==> config.mk <==
export PLATFORM = sky130hd
export DESIGN_NAME = core_seq_ctrl_flat
export DESIGN_NICKNAME = d
export VERILOG_FILES = /design/src/rtl/core_seq_ctrl_if.sv /design/src/rtl/core_seq_ctrl.sv /design/src/flat_wrapper.sv
export SDC_FILE = /design/constraint.sdc
export NUM_CORES = 1
export LEC_CHECK = 0
export ABC_AREA = 1
export BUFFER_PORTS_ARGS = -buffer_cell sky130_fd_sc_hd__clkbuf_2
export CORE_MARGIN = 2
export CORE_UTILIZATION = 54
export CTS_BUF_LIST = sky130_fd_sc_hd__clkbuf_16
export DETAILED_ROUTE_END_ITERATION = 12
export PLACE_DENSITY_LB_ADDON = 0.08
export REMOVE_ABC_BUFFERS = 1
export SETUP_SLACK_MARGIN = 0.3
export SLEW_MARGIN = 0
export SYNTH_ARGS = -nofsm -noshare
export SYNTH_HDL_FRONTEND = slang
export SYNTH_SLANG_ARGS = --single-unit
==> constraint.sdc <==
create_clock -name clk -period 14.4 [get_ports clk]
set_input_delay 0.72 -clock clk [delete_from_list [all_inputs] [get_ports clk]]
set_output_delay 0.72 -clock clk [all_outputs]
set_load 0.01 [all_outputs]
==> src/rtl/core_seq_ctrl_if.sv <==
// rtl/core_seq_ctrl_if.sv - fetch/data bus, datapath control and status bundle of the core sequencer
interface core_seq_ctrl_if #(
    parameter int XLEN       = 32,
    parameter int INST_WIDTH = 32,
    parameter int CNT_WIDTH  = 64
);
    logic                  ibus_req;
    logic [XLEN-1:0]       ibus_addr;
    logic                  ibus_ack;
    logic [INST_WIDTH-1:0] ibus_rdata;
    logic                  dbus_req;
    logic                  dbus_we;
    logic                  dbus_ack;
    logic [XLEN-1:0]       pc;
    logic [INST_WIDTH-1:0] inst;
    logic                  exec;
    logic                  is_load;
    logic                  is_store;
    logic                  dp_regfile_we;
    logic                  dp_csr_we;
    logic                  trap_req;
    logic [XLEN-1:0]       next_pc;
    logic [XLEN-1:0]       mtvec;
    logic                  regfile_we;
    logic                  csr_we;
    logic                  trap_commit;
    logic                  retire;
    logic [CNT_WIDTH-1:0]  instret;
    logic                  bus_fault;
    logic [1:0]            bus_fault_cause;
    logic [XLEN-1:0]       bus_fault_addr;

    modport master (
        output ibus_req, ibus_addr, dbus_req, dbus_we, pc, inst, exec,
        output regfile_we, csr_we, trap_commit, retire, instret,
        output bus_fault, bus_fault_cause, bus_fault_addr,
        input  ibus_ack, ibus_rdata, dbus_ack, is_load, is_store,
        input  dp_regfile_we, dp_csr_we, trap_req, next_pc, mtvec
    );

    modport slave (
        input  ibus_req, ibus_addr, dbus_req, dbus_we, pc, inst, exec,
        input  regfile_we, csr_we, trap_commit, retire, instret,
        input  bus_fault, bus_fault_cause, bus_fault_addr,
        output ibus_ack, ibus_rdata, dbus_ack, is_load, is_store,
        output dp_regfile_we, dp_csr_we, trap_req, next_pc, mtvec
    );
endinterface

==> src/rtl/core_seq_ctrl.sv <==
// rtl/core_seq_ctrl.sv - multi-cycle FETCH/EXEC/MEM sequencer with gated commits and bus timeouts
module core_seq_ctrl #(
    parameter int              XLEN           = 32,
    parameter int              INST_WIDTH     = 32,
    parameter logic [XLEN-1:0] RESET_VECTOR   = '0,
    parameter int              TIMEOUT_CYCLES = 16,
    parameter int              CNT_WIDTH      = 64
) (
    input  logic                 clk,
    input  logic                 rst,
    core_seq_ctrl_if.master      bus
);
    localparam logic [1:0] S_FETCH = 2'd0;
    localparam logic [1:0] S_EXEC  = 2'd1;
    localparam logic [1:0] S_MEM   = 2'd2;

    localparam int            TW     = (TIMEOUT_CYCLES > 1) ? $clog2(TIMEOUT_CYCLES) : 1;
    localparam int            TLIM_I = (TIMEOUT_CYCLES > 0) ? TIMEOUT_CYCLES - 1 : 0;
    localparam logic [TW-1:0] TLIM   = TW'(TLIM_I);

    logic [1:0]            state;
    logic [XLEN-1:0]       pc_q;
    logic [INST_WIDTH-1:0] ir;
    logic [CNT_WIDTH-1:0]  instret_q;
    logic [TW-1:0]         tcnt;
    logic                  fault_q;
    logic [1:0]            cause_q;
    logic [XLEN-1:0]       fault_addr_q;

    logic in_fetch, in_exec, in_mem, waiting, ack, timeout;
    logic exec_trap, exec_retire, mem_done, retire;

    assign in_fetch = (state == S_FETCH);
    assign in_exec  = (state == S_EXEC);
    assign in_mem   = (state == S_MEM);
    assign waiting  = in_fetch | in_mem;
    assign ack      = in_fetch ? bus.ibus_ack : bus.dbus_ack;

    // The last waiting cycle faults only if no ack arrives in it; a late ack still wins.
    assign timeout  = (TIMEOUT_CYCLES != 0) && waiting && !ack && (tcnt == TLIM);

    assign exec_trap   = in_exec & bus.trap_req;
    assign exec_retire = in_exec & ~bus.trap_req & ~(bus.is_load | bus.is_store);
    assign mem_done    = in_mem & bus.dbus_ack;
    assign retire      = exec_retire | mem_done;

    // Requests are masked by rst so an in-flight access drops without waiting for a clock.
    assign bus.ibus_req        = in_fetch & ~rst;
    assign bus.ibus_addr       = pc_q;
    assign bus.dbus_req        = in_mem & ~rst;
    assign bus.dbus_we         = in_mem & ~rst & bus.is_store;
    assign bus.pc              = pc_q;
    assign bus.inst            = ir;
    assign bus.exec            = in_exec;
    assign bus.regfile_we      = (exec_retire & bus.dp_regfile_we)
                               | (mem_done & bus.dp_regfile_we & bus.is_load);
    assign bus.csr_we          = exec_retire & bus.dp_csr_we;
    assign bus.trap_commit     = exec_trap;
    assign bus.retire          = retire;
    assign bus.instret         = instret_q;
    assign bus.bus_fault       = fault_q;
    assign bus.bus_fault_cause = cause_q;
    assign bus.bus_fault_addr  = fault_addr_q;

    always_ff @(posedge clk or posedge rst) begin
        if (rst) begin
            state        <= S_FETCH;
            pc_q         <= RESET_VECTOR;
            ir           <= '0;
            instret_q    <= '0;
            tcnt         <= '0;
            fault_q      <= 1'b0;
            cause_q      <= 2'd0;
            fault_addr_q <= '0;
        end else begin
            fault_q <= 1'b0;
            case (state)
                S_FETCH: begin
                    if (bus.ibus_ack) begin
                        ir    <= bus.ibus_rdata;
                        state <= S_EXEC;
                    end
                end
                S_EXEC: begin
                    if (bus.trap_req || !(bus.is_load || bus.is_store)) begin
                        pc_q  <= bus.next_pc;
                        state <= S_FETCH;
                    end else begin
                        state <= S_MEM;
                    end
                end
                S_MEM: begin
                    if (bus.dbus_ack) begin
                        pc_q  <= bus.next_pc;
                        state <= S_FETCH;
                    end
                end
                default: state <= S_FETCH;
            endcase

            if (timeout) begin
                state        <= S_FETCH;
                pc_q         <= bus.mtvec;
                fault_q      <= 1'b1;
                cause_q      <= in_fetch ? 2'd0 : (bus.is_store ? 2'd2 : 2'd1);
                fault_addr_q <= pc_q;
            end

            if (retire) begin
                instret_q <= instret_q + CNT_WIDTH'(1);
            end

            // Any state change (ack, timeout, leaving EXEC) restarts the wait count.
            if (waiting && !ack && !timeout) begin
                tcnt <= tcnt + TW'(1);
            end else begin
                tcnt <= '0;
            end
        end
    end
endmodule

==> src/flat_wrapper.sv <==
// flat-port wrapper written by rule: the top's interface ports become plain ports
module core_seq_ctrl_flat 
#(
    parameter int              XLEN           = 32,
    parameter int              INST_WIDTH     = 32,
    parameter logic [XLEN-1:0] RESET_VECTOR   = '0,
    parameter int              TIMEOUT_CYCLES = 16,
    parameter int              CNT_WIDTH      = 64
)
  (clk, rst, bus_ibus_req, bus_ibus_addr, bus_dbus_req, bus_dbus_we, bus_pc, bus_inst, bus_exec, bus_regfile_we, bus_csr_we, bus_trap_commit, bus_retire, bus_instret, bus_bus_fault, bus_bus_fault_cause, bus_bus_fault_addr, bus_ibus_ack, bus_ibus_rdata, bus_dbus_ack, bus_is_load, bus_is_store, bus_dp_regfile_we, bus_dp_csr_we, bus_trap_req, bus_next_pc, bus_mtvec);
  core_seq_ctrl_if #(.XLEN(XLEN), .INST_WIDTH(INST_WIDTH), .CNT_WIDTH(CNT_WIDTH)) bus_i ();
  input  logic clk;
  input  logic rst;
  output wire logic [$bits(bus_i.ibus_req)-1:0] bus_ibus_req;
  output wire logic [$bits(bus_i.ibus_addr)-1:0] bus_ibus_addr;
  output wire logic [$bits(bus_i.dbus_req)-1:0] bus_dbus_req;
  output wire logic [$bits(bus_i.dbus_we)-1:0] bus_dbus_we;
  output wire logic [$bits(bus_i.pc)-1:0] bus_pc;
  output wire logic [$bits(bus_i.inst)-1:0] bus_inst;
  output wire logic [$bits(bus_i.exec)-1:0] bus_exec;
  output wire logic [$bits(bus_i.regfile_we)-1:0] bus_regfile_we;
  output wire logic [$bits(bus_i.csr_we)-1:0] bus_csr_we;
  output wire logic [$bits(bus_i.trap_commit)-1:0] bus_trap_commit;
  output wire logic [$bits(bus_i.retire)-1:0] bus_retire;
  output wire logic [$bits(bus_i.instret)-1:0] bus_instret;
  output wire logic [$bits(bus_i.bus_fault)-1:0] bus_bus_fault;
  output wire logic [$bits(bus_i.bus_fault_cause)-1:0] bus_bus_fault_cause;
  output wire logic [$bits(bus_i.bus_fault_addr)-1:0] bus_bus_fault_addr;
  input wire logic [$bits(bus_i.ibus_ack)-1:0] bus_ibus_ack;
  input wire logic [$bits(bus_i.ibus_rdata)-1:0] bus_ibus_rdata;
  input wire logic [$bits(bus_i.dbus_ack)-1:0] bus_dbus_ack;
  input wire logic [$bits(bus_i.is_load)-1:0] bus_is_load;
  input wire logic [$bits(bus_i.is_store)-1:0] bus_is_store;
  input wire logic [$bits(bus_i.dp_regfile_we)-1:0] bus_dp_regfile_we;
  input wire logic [$bits(bus_i.dp_csr_we)-1:0] bus_dp_csr_we;
  input wire logic [$bits(bus_i.trap_req)-1:0] bus_trap_req;
  input wire logic [$bits(bus_i.next_pc)-1:0] bus_next_pc;
  input wire logic [$bits(bus_i.mtvec)-1:0] bus_mtvec;
  assign bus_ibus_req = bus_i.ibus_req;
  assign bus_ibus_addr = bus_i.ibus_addr;
  assign bus_dbus_req = bus_i.dbus_req;
  assign bus_dbus_we = bus_i.dbus_we;
  assign bus_pc = bus_i.pc;
  assign bus_inst = bus_i.inst;
  assign bus_exec = bus_i.exec;
  assign bus_regfile_we = bus_i.regfile_we;
  assign bus_csr_we = bus_i.csr_we;
  assign bus_trap_commit = bus_i.trap_commit;
  assign bus_retire = bus_i.retire;
  assign bus_instret = bus_i.instret;
  assign bus_bus_fault = bus_i.bus_fault;
  assign bus_bus_fault_cause = bus_i.bus_fault_cause;
  assign bus_bus_fault_addr = bus_i.bus_fault_addr;
  assign bus_i.ibus_ack = bus_ibus_ack;
  assign bus_i.ibus_rdata = bus_ibus_rdata;
  assign bus_i.dbus_ack = bus_dbus_ack;
  assign bus_i.is_load = bus_is_load;
  assign bus_i.is_store = bus_is_store;
  assign bus_i.dp_regfile_we = bus_dp_regfile_we;
  assign bus_i.dp_csr_we = bus_dp_csr_we;
  assign bus_i.trap_req = bus_trap_req;
  assign bus_i.next_pc = bus_next_pc;
  assign bus_i.mtvec = bus_mtvec;
  core_seq_ctrl #(.XLEN(XLEN), .INST_WIDTH(INST_WIDTH), .RESET_VECTOR(RESET_VECTOR), .TIMEOUT_CYCLES(TIMEOUT_CYCLES), .CNT_WIDTH(CNT_WIDTH)) u_core (.clk(clk), .rst(rst), .bus(bus_i));
endmodule
==> out/metrics.csv, run 1 <==
metric,value,unit
Adder-Cell Fraction of Synth Area,0.2955,%
IO buf count,307,
Slew HR,37.87,%
gr ovfl total,0,
# IOs,308,
Post-Synth XOR/XNOR Area,4.550,%
Worst EP required,14.76,ns
top achievable clock speed,258.9,MHz
Die Wd,129.2,um
multiplexer area fraction after synthesis,0,%
GRT Overall Usage,28.32,%
run status,"finished, final reports clean",
fill count,1363,
multi-input logic area,3632,um^2
clock power share,34.7,%
"most common cell after layout, fill and taps aside",nand2_1,
Bufs and invs on worst path,2,
Crit-path slowest cell,clkinv_1,
path depth of the worst reg2reg path,9,
hold_ws,0.4599,ns
CTS root buffer,clkbuf_16,
largest family of logic cells by synthesized area,simple AND/OR/NAND/NOR gates,
initial antenna violation count,0,
synth-to-layout area growth,23.90,%
CTS tree,yes,
"Hold Vio Cnt, Final",0,
total number of vias,8065,
Sw Ratio,31.02,%
Net Switching,0.4196,mW
DRT iter0 DRCs,610,
die area,16700,um^2
Die Y,129.2,um
CTS buffer count,17,
clk sink count,169,
# Post-CTS Setup Buffers,0,
Post-Place Setup Slack,10.52,ns
WL/cell,14.59,um
Peak VDD IR,0.08772,mV
sequential share of the synthesized area,49.93,%
max_cap viols,0,
Clock Path Buffers,2,
Synth Cell Area,8469,um^2
register area,4229,um^2
diode count,0,
skew final,0.01125,ns
vias in the first global route,7384,
Layout Utilization,68.77,%
Routability Congestion,0.9379,
Cell Int Power,0.9333,mW
cell mode on critical path,nand2_2,
Post-Synthesis Cells,1100,
Leakage,5.796,nW
Final min period,3.862,ns
Critical Path Start Type,register,
"Arr. time, crit path",4.22,ns
total power,1.353,mW
hold path depth,1,
NumNets Final,1472,
post-synthesis compound-gate area fraction,0.7682,%
distinct cell type count after synthesis,30,
post-route ant nets,0,
drt total wl,23160,um
"commonest non-fill, non-tap cells in the layout","nand2_1, clkbuf_2, dfrtp_1",
hold buffers post-CTS,0,
final instance area,10490,um^2
crit share post-route,26.82,%
initial core utilization,55.51,%
PostCTS Resize Cnt,0,
largest net degree at the start of global routing,96,
"Reg clk slew, reported paths",0.06,ns
drc violations,0,
Reg power frac,44.8,%
clock latency on the worst-skew pair,0.42,ns
Layout Cells excl Fill,1588,
Pre-antenna DRT Iters,5,
Crit Path Max Fanout,70,
Post-DP Area,9884,um^2
H-tree depth,4,
Worst-Margin Slew,0.9310,ns
Mapped Avg Cell Area,7.699,um^2
Critical Path End Type,register,
crit-path cells,"ha_1, nand3_1, clkinv_1, nand2_2, buf_4, nand2_2, nand2_2, nand2_1, nand2_1",
vias per std cell,5.079,
Max Slew Vio Count,0,
Combinational Power Share,20.5,%
post-synthesis simple-gate area fraction,37.27,%
RSZ-0062 raised after global routing,false,
worst hold path class,register to register,
CP Class,register to register,
Core Footprint,15260,um^2
DP HPWL,17100,um
first-pass GRT wire length,37110,um
# rows,45,
Final WS setup,10.54,ns
layout cells sized above 1,26.36,%
Setup TNS,0,ns
Post-Place Cells,1557,
cell family with most CP delay,simple AND/OR/NAND/NOR gates,
Synth Warn #,0,
PD cells,128.9,nW/um^2
CP Depth,9,
Slowest Stage Delay on Critical Path,0.72,ns
setup violators final,0,
number of synthesized register bits,169,
[registers in the layout, summed over array words and instances (netlist names)]
register                    flops
u_core.bus.instret             64
u_core.bus.inst                32
u_core.state                    2
u_core.bus.bus_fault_addr      32
u_core.tcnt                     4
u_core.bus.bus_fault            1
u_core.bus.bus_fault_cause      2
u_core.bus.ibus_addr           32
[synthesized netlist by cell type (all sizes together)]
cell type  instances  area share, %
nand3             90            5.5
clkbuf            10           0.44
buf               55            4.5
nand4             19            1.5
nor4               2           0.15
o22ai              1           0.24
nand3b            13            1.2
ha                 2           0.30
nor2             125            5.9
nor3               9           0.53
o21ai              7           0.41
clkinv             1          0.044
dfrtp            169             50
a21oi              2           0.12
xnor2             19            2.0
xor2              25            2.6
nand2            500             22
and2               2           0.15
inv               49            2.2
[cells by family after synthesis]
logic type               after synthesis
AO/OA/AOI/OAI                         10
XOR/XNOR                              44
adder cells (fa/ha/maj)                2
buffers and inverters                115
flip-flops                           169
AND/OR/NAND/NOR                      760
[layout make-up]
class | count | share of cell area, %
Timing Repair Buffer | 311 | 14.93
Sequential cell | 169 | 40.30
Tap cell | 211 | 2.516
Clock buffer | 17 | 4.054
Multi-Input combinational cell | 816 | 34.61
Inverter | 50 | 1.836
Clock inverter | 14 | 1.753
[routing by layer]
layer	GRT usage, %	share of wire, %	wire length, um
met2	45.11	47	11000
met1	38.83	43	10020
met3	6.689	7.6	1768
met4	8.696	1.6	374
met5	0	0	0
[worst paths after layout]
path,slack (ns),from,end
hold reg to reg,0.46,u_core.tcnt[0]$_DFF_PP0_,u_core.tcnt[0]$_DFF_PP0_
setup / recovery,10.54,u_core.tcnt[0]$_DFF_PP0_,u_core.bus.ibus_addr[4]$_DFFE_PP0P_
max in group asynchronous,12.45,rst,u_core.bus.instret[58]$_DFFE_PP0P_
hold / removal,0.46,u_core.tcnt[0]$_DFF_PP0_,u_core.tcnt[0]$_DFF_PP0_
min in group asynchronous,0.48,rst,u_core.bus.inst[13]$_DFFE_PP0P_
setup reg to reg,10.54,u_core.tcnt[0]$_DFF_PP0_,u_core.bus.ibus_addr[4]$_DFFE_PP0P_
[power by group through the flow]
stage                     Combinational (mW)  Clock (mW)  Sequential (mW)
after global routing                   0.308       0.499            0.614
final                                  0.277       0.470            0.606
after global placement                 0.273           0            0.612
after detailed placement               0.281           0            0.611
after floorplan                       0.0949           0            0.642
after CTS                              0.280       0.476            0.605
(Power assumes the default switching activity.)
==> run 2: changes to the inputs <==
--- a/config.mk
+++ b/config.mk
@@ -8,7 +8,7 @@
 export ABC_AREA = 1
 export BUFFER_PORTS_ARGS = -buffer_cell sky130_fd_sc_hd__clkbuf_2
 export CORE_MARGIN = 2
-export CORE_UTILIZATION = 54
+export CORE_UTILIZATION = 50
 export CTS_BUF_LIST = sky130_fd_sc_hd__clkbuf_16
 export DETAILED_ROUTE_END_ITERATION = 12
 export PLACE_DENSITY_LB_ADDON = 0.08
==> constraint.sdc (replaced) <==
create_clock -name clk -period 3.7 [get_ports clk]
set_input_delay 0.185 -clock clk [delete_from_list [all_inputs] [get_ports clk]]
set_output_delay 0.185 -clock clk [all_outputs]
set_load 0.01 [all_outputs]
==> run 2 against run 1 <==
Against the previous run:
- wire length up 4.4%
- fmax up 43%
- non-clock buffer count rose by 34
- core utilization is 3.8 points lower
- worst hold slack worse by 0.45 ns
- largest cell class unchanged
- highest routed layer unchanged
==> out/metrics.csv, run 2 (synthesized netlist as in run 1, its figures left out) <==
metric,value,unit
RSZ-0062 raised after global routing,false,
Max Slew Vio Count,0,
fill count,1508,
top achievable clock speed,369.1,MHz
"Reg clk slew, reported paths",0.06,ns
largest net degree at the start of global routing,107,
CP Class,register to register,
Leakage,5.908,nW
Layout Cells excl Fill,1632,
setup violators final,0,
Post-Place Setup Slack,1.022,ns
synth-to-layout area growth,27.30,%
Die Y,134.2,um
GRT Overall Usage,27.31,%
Crit-path slowest cell,nand2_2,
total number of vias,8129,
Final WS setup,0.9904,ns
H-tree depth,4,
final instance area,10780,um^2
Net Switching,1.668,mW
vias in the first global route,7625,
IO buf count,307,
Peak VDD IR,0.3658,mV
Clock Path Buffers,2,
clk sink count,169,
Pre-antenna DRT Iters,6,
total power,5.119,mW
diode count,0,
max reg flops,64,
"commonest non-fill, non-tap cells in the layout","nand2_1, clkbuf_2, dfrtp_1",
multi-input logic area,3632,um^2
Post-Place Cells,1568,
CTS root buffer,clkbuf_16,
Reg power frac,46.0,%
# Post-CTS Setup Buffers,0,
Layout Utilization,65.01,%
Worst EP required,4.01,ns
Slowest Stage Delay on Critical Path,0.57,ns
"Arr. time, crit path",3.02,ns
register area,4229,um^2
crit share post-route,73.23,%
path depth of the worst reg2reg path,9,
# rows,47,
CTS tree,yes,
Critical Path End Type,register,
post-route ant nets,0,
Die Wd,134.2,um
Sw Ratio,32.59,%
DP HPWL,17250,um
Core Footprint,16580,um^2
WL/cell,14.81,um
drt total wl,24180,um
run status,"finished, final reports clean",
layout cells sized above 1,25.71,%
crit-path cells,"inv_1, nand2_1, o22ai_4, buf_4, nand2_2, nand2_2, nand2_2, nand2_1, nand2_1",
"Hold Vio Cnt, Final",0,
Crit Path Max Fanout,34,
vias per std cell,4.981,
worst hold path class,input pin to async pin,
"most common cell after layout, fill and taps aside",nand2_1,
DRT iter0 DRCs,635,
initial antenna violation count,0,
first-pass GRT wire length,38840,um
Slew HR,35.49,%
clock latency on the worst-skew pair,0.43,ns
# IOs,308,
Cell Int Power,3.451,mW
clock power share,32.3,%
max_cap viols,0,
Final min period,2.710,ns
Combinational Power Share,21.7,%
NumNets Final,1506,
CTS buffer count,17,
gr ovfl total,0,
Routability Congestion,0.8614,
PD cells,474.8,nW/um^2
initial core utilization,51.07,%
drc violations,0,
die area,18000,um^2
Critical Path Start Type,register,
Post-DP Area,9923,um^2
Worst-Margin Slew,0.9667,ns
skew final,0.009049,ns
-- run 2: cell count changes in the layout (fill, tap and decap cells not counted), sizes merged --
cell         change
dlygate4sd3     +32
bufinv           -3
buf              +2
clkinv           +2
inv              +1
clkinvlp         +1
-- run 2: power groups by stage --
stage | clock (mW) | sequential, mW | combinational, mW
final | 1.65 | 2.35 | 1.11
after global routing | 1.74 | 2.39 | 1.24
after CTS | 1.67 | 2.35 | 1.12
after detailed placement | 0 | 2.38 | 1.09
after global placement | 0 | 2.38 | 1.07
after floorplan | 0 | 2.50 | 0.369
-- run 2: layout make-up --
class / instances / area share, %
multi-input cells: 816 / 33.69
inverters: 50 / 1.787
clock buffers: 17 / 3.946
clock inverters: 15 / 1.044
well taps: 220 / 2.553
flip-flops and latches: 169 / 39.22
repair buffers: 345 / 17.76
-- run 2: routing by layer --
metal / global-route usage (%) / wire length (um) / vias to the layer above
met2: 44.13 / 11350 / 302
li1: - / - / 4007
met5: 0 / 0 / -
met4: 7.895 / 448 / 0
met1: 37.15 / 10670 / 3782
met3: 6.274 / 1706 / 38
-- run 2: critical path, delay by kind of cell, from the launching register on --
family	cells	cell delay [ns]
AOI/OAI and AO/OA	1	0.12
buffers and inverters	2	0.43
DFF	1	0.42
and+or+nand+nor	6	1.60
-- run 2: final timing paths --
path | startpoint | to | slack (ns)
setup reg to reg | u_core.state[1]$_DFFE_PP0P_ | u_core.bus.ibus_addr[27]$_DFFE_PP0P_ | 0.99
hold reg to reg | u_core.tcnt[0]$_DFF_PP0_ | u_core.tcnt[0]$_DFF_PP0_ | 0.46
max in group asynchronous | rst | u_core.bus.ibus_addr[20]$_DFFE_PP0P_ | 2.82
min in group clk | bus_next_pc[11] | u_core.bus.ibus_addr[11]$_DFFE_PP0P_ | 0.07
setup / recovery | u_core.state[1]$_DFFE_PP0P_ | u_core.bus.ibus_addr[27]$_DFFE_PP0P_ | 0.99
hold / removal | rst | u_core.bus.inst[29]$_DFFE_PP0P_ | 0.007
-- run 2: per-stage QoR --
| stage | TNS [ns] | hold WS, ns |
|---|---|---|
| after global placement | 0 | 0.3775 |
| after global routing | 0 | 0.09756 |
| final | 0 | 0.007253 |
| after floorplan | -179.16 | 0.2946 |
| after detailed placement | 0 | 0.3849 |
| after CTS | 0 | 0.04991 |
-- run 2: what timing repair did --
action | in CTS | in global routing
endpoints found under the hold margin | 32 | 0
gates resized for setup | 0 | 0
hold buffers | 32 | 0
==> run 3: changes to the inputs <==
--- a/config.mk
+++ b/config.mk
@@ -8,7 +8,7 @@
 export ABC_AREA = 1
 export BUFFER_PORTS_ARGS = -buffer_cell sky130_fd_sc_hd__clkbuf_2
 export CORE_MARGIN = 2
-export CORE_UTILIZATION = 50
+export CORE_UTILIZATION = 45
 export CTS_BUF_LIST = sky130_fd_sc_hd__clkbuf_16
 export DETAILED_ROUTE_END_ITERATION = 12
 export PLACE_DENSITY_LB_ADDON = 0.08
==> constraint.sdc (replaced) <==
create_clock -name clk -period 2.4 [get_ports clk]
set_input_delay 0.12 -clock clk [delete_from_list [all_inputs] [get_ports clk]]
set_output_delay 0.12 -clock clk [all_outputs]
set_load 0.01 [all_outputs]
==> run 3 against run 2 <==
Against the previous run:
- clock power increased by 71%
- wire length increased by 2.7%
- flip-flop and latch count unchanged
- final cell count increased by 1.8%
- global-route usage decreased by 2.2 points
- fmax increased by 45%
- first-iteration DRC count decreased by 27%
- count of clock-buffer cells in the layout unchanged
- worst hold slack got worse by 0.0025 ns
- largest cell class unchanged
==> out/metrics.csv, run 3 (synthesized netlist as in run 1, its figures left out) <==
metric,value,unit
setup violators final,0,
Crit-path slowest cell,inv_2,
Max Slew Vio Count,0,
drt total wl,24830,um
first-pass GRT wire length,39770,um
top achievable clock speed,534.5,MHz
run status,"finished, final reports clean",
largest net degree at the start of global routing,57,
"commonest non-fill, non-tap cells in the layout","nand2_1, clkbuf_2, dfrtp_1",
Critical Path End Type,register,
max_cap viols,0,
GR Util met2,40.80,%
diode count,0,
final instance area,11060,um^2
DP HPWL,18300,um
worst hold path class,input pin to register,
drc violations,0,
GRT Overall Usage,25.12,%
WL/cell,14.94,um
Layout Utilization,59.55,%
initial core utilization,45.58,%
vias per std cell,4.892,
Die Y,141.2,um
Combinational Power Share,21.3,%
CTS tree,yes,
# rows,50,
Worst EP required,2.76,ns
crit share post-route,77.96,%
Final min period,1.871,ns
Clock Path Buffers,2,
vias in the first global route,7740,
"Arr. time, crit path",2.23,ns
"Reg clk slew, reported paths",0.07,ns
PD cells,740.6,nW/um^2
NumNets Final,1522,
Final WS setup,0.5290,ns
"Hold Vio Cnt, Final",0,
Pre-antenna DRT Iters,5,
CTS buffer count,17,
Setup TNS,0,ns
GR Util met3,6.386,%
post-route ant nets,0,
cell mode on critical path,nand2_1,
Die Wd,141.2,um
clock power share,34.5,%
skew final,0.009299,ns
Net Switching,2.610,mW
clk sink count,169,
RSZ-0062 raised after global routing,false,
met1 usage,33.61,%
# IOs,308,
Worst-Margin Slew,0.6102,ns
Critical Path Start Type,register,
H-tree depth,4,
max reg flops,64,
Slew HR,59.26,%
Sw Ratio,31.86,%
Routability Congestion,0.8977,
Post-Place Setup Slack,0.4601,ns
Crit Path Max Fanout,33,
clock latency on the worst-skew pair,0.43,ns
total number of vias,8131,
Reg power frac,44.2,%
layout cells sized above 1,26.54,%
synth-to-layout area growth,30.64,%
Cell Int Power,5.584,mW
gr ovfl total,0,
initial antenna violation count,0,
Peak VDD IR,0.4786,mV
Leakage,6.013,nW
hold_ws,0.004734,ns
GRT busiest layer,met2,
path depth of the worst reg2reg path,7,
hold path depth,5,
CP Class,register to register,
CTS root buffer,clkbuf_16,
"most common cell after layout, fill and taps aside",nand2_1,
Core Footprint,18580,um^2
die area,19930,um^2
DRT iter0 DRCs,461,
Slowest Stage Delay on Critical Path,0.55,ns
Post-DP Area,10040,um^2
IO buf count,307,
crit-path cells,"inv_1, nand2_1, o22ai_4, nand2_2, inv_2, nand2_1, nand2_1",
[run 3: repair_timing]
action | CTS | global route
endpoints found under the setup margin | 0 | 9
gates resized for setup | 0 | 8
hold endpoints to repair | 89 | 0
hold buffers | 38 | 0
setup buffers | 0 | 0
[run 3: worst max-delay path: cells and delay by family, from the launching register on]
family	cells	cell delay, ns
compound gates	1	0.14
flops	1	0.44
simple gates	4	0.58
buf+inv	2	0.64
[run 3: routing by layer]
layer	wire, um	vias to the layer above
li1	-	4038
met1	11030	3759
met2	11600	302
met3	1789	32
met4	403	0
met5	0	-
[run 3: area by class of cell]
cell class	count	area (um^2)
Inverter	50	192.7
Clock buffer	17	425.4
Fill cell	1732	7516
Timing Repair Buffer	361	2074
Tap cell	234	292.8
Clock inverter	15	176.4
Sequential cell	169	4229
Multi-Input combinational cell	816	3674
[run 3: worst paths after layout]
path                                             startpoint                                  endpoint  slack [ns]
max in group asynchronous                               rst      u_core.bus.ibus_addr[28]$_DFFE_PP0P_        1.36
worst max-delay path            u_core.state[1]$_DFFE_PP0P_  u_core.bus.bus_fault_addr[2]$_DFFE_PP0P_        0.53
worst max register to register  u_core.state[1]$_DFFE_PP0P_  u_core.bus.bus_fault_addr[2]$_DFFE_PP0P_        0.53
min in group asynchronous                               rst            u_core.bus.inst[6]$_DFFE_PP0P_        0.35
worst min register to register     u_core.tcnt[0]$_DFF_PP0_                  u_core.tcnt[0]$_DFF_PP0_        0.46
worst min-delay path                        bus_next_pc[23]      u_core.bus.ibus_addr[23]$_DFFE_PP0P_       0.005
[run 3: power groups by stage]
| stage | registers, mW | logic [mW] | clock network [mW] |
|---|---|---|---|
| after floorplan | 3.85 | 0.569 | 0 |
| after global placement | 3.67 | 1.69 | 0 |
| after detailed placement | 3.66 | 1.72 | 0 |
| after CTS | 3.62 | 1.76 | 2.88 |
| after global routing | 3.68 | 1.94 | 2.99 |
| final | 3.62 | 1.75 | 2.82 |
[run 3: metrics by stage]
stage / cells / power (mW)
after floorplan: 1035 / 4.419
after global placement: 1592 / 5.361
after detailed placement: 1592 / 5.377
after CTS: 1662 / 8.263
after global routing: 1662 / 8.600
final: 1662 / 8.194
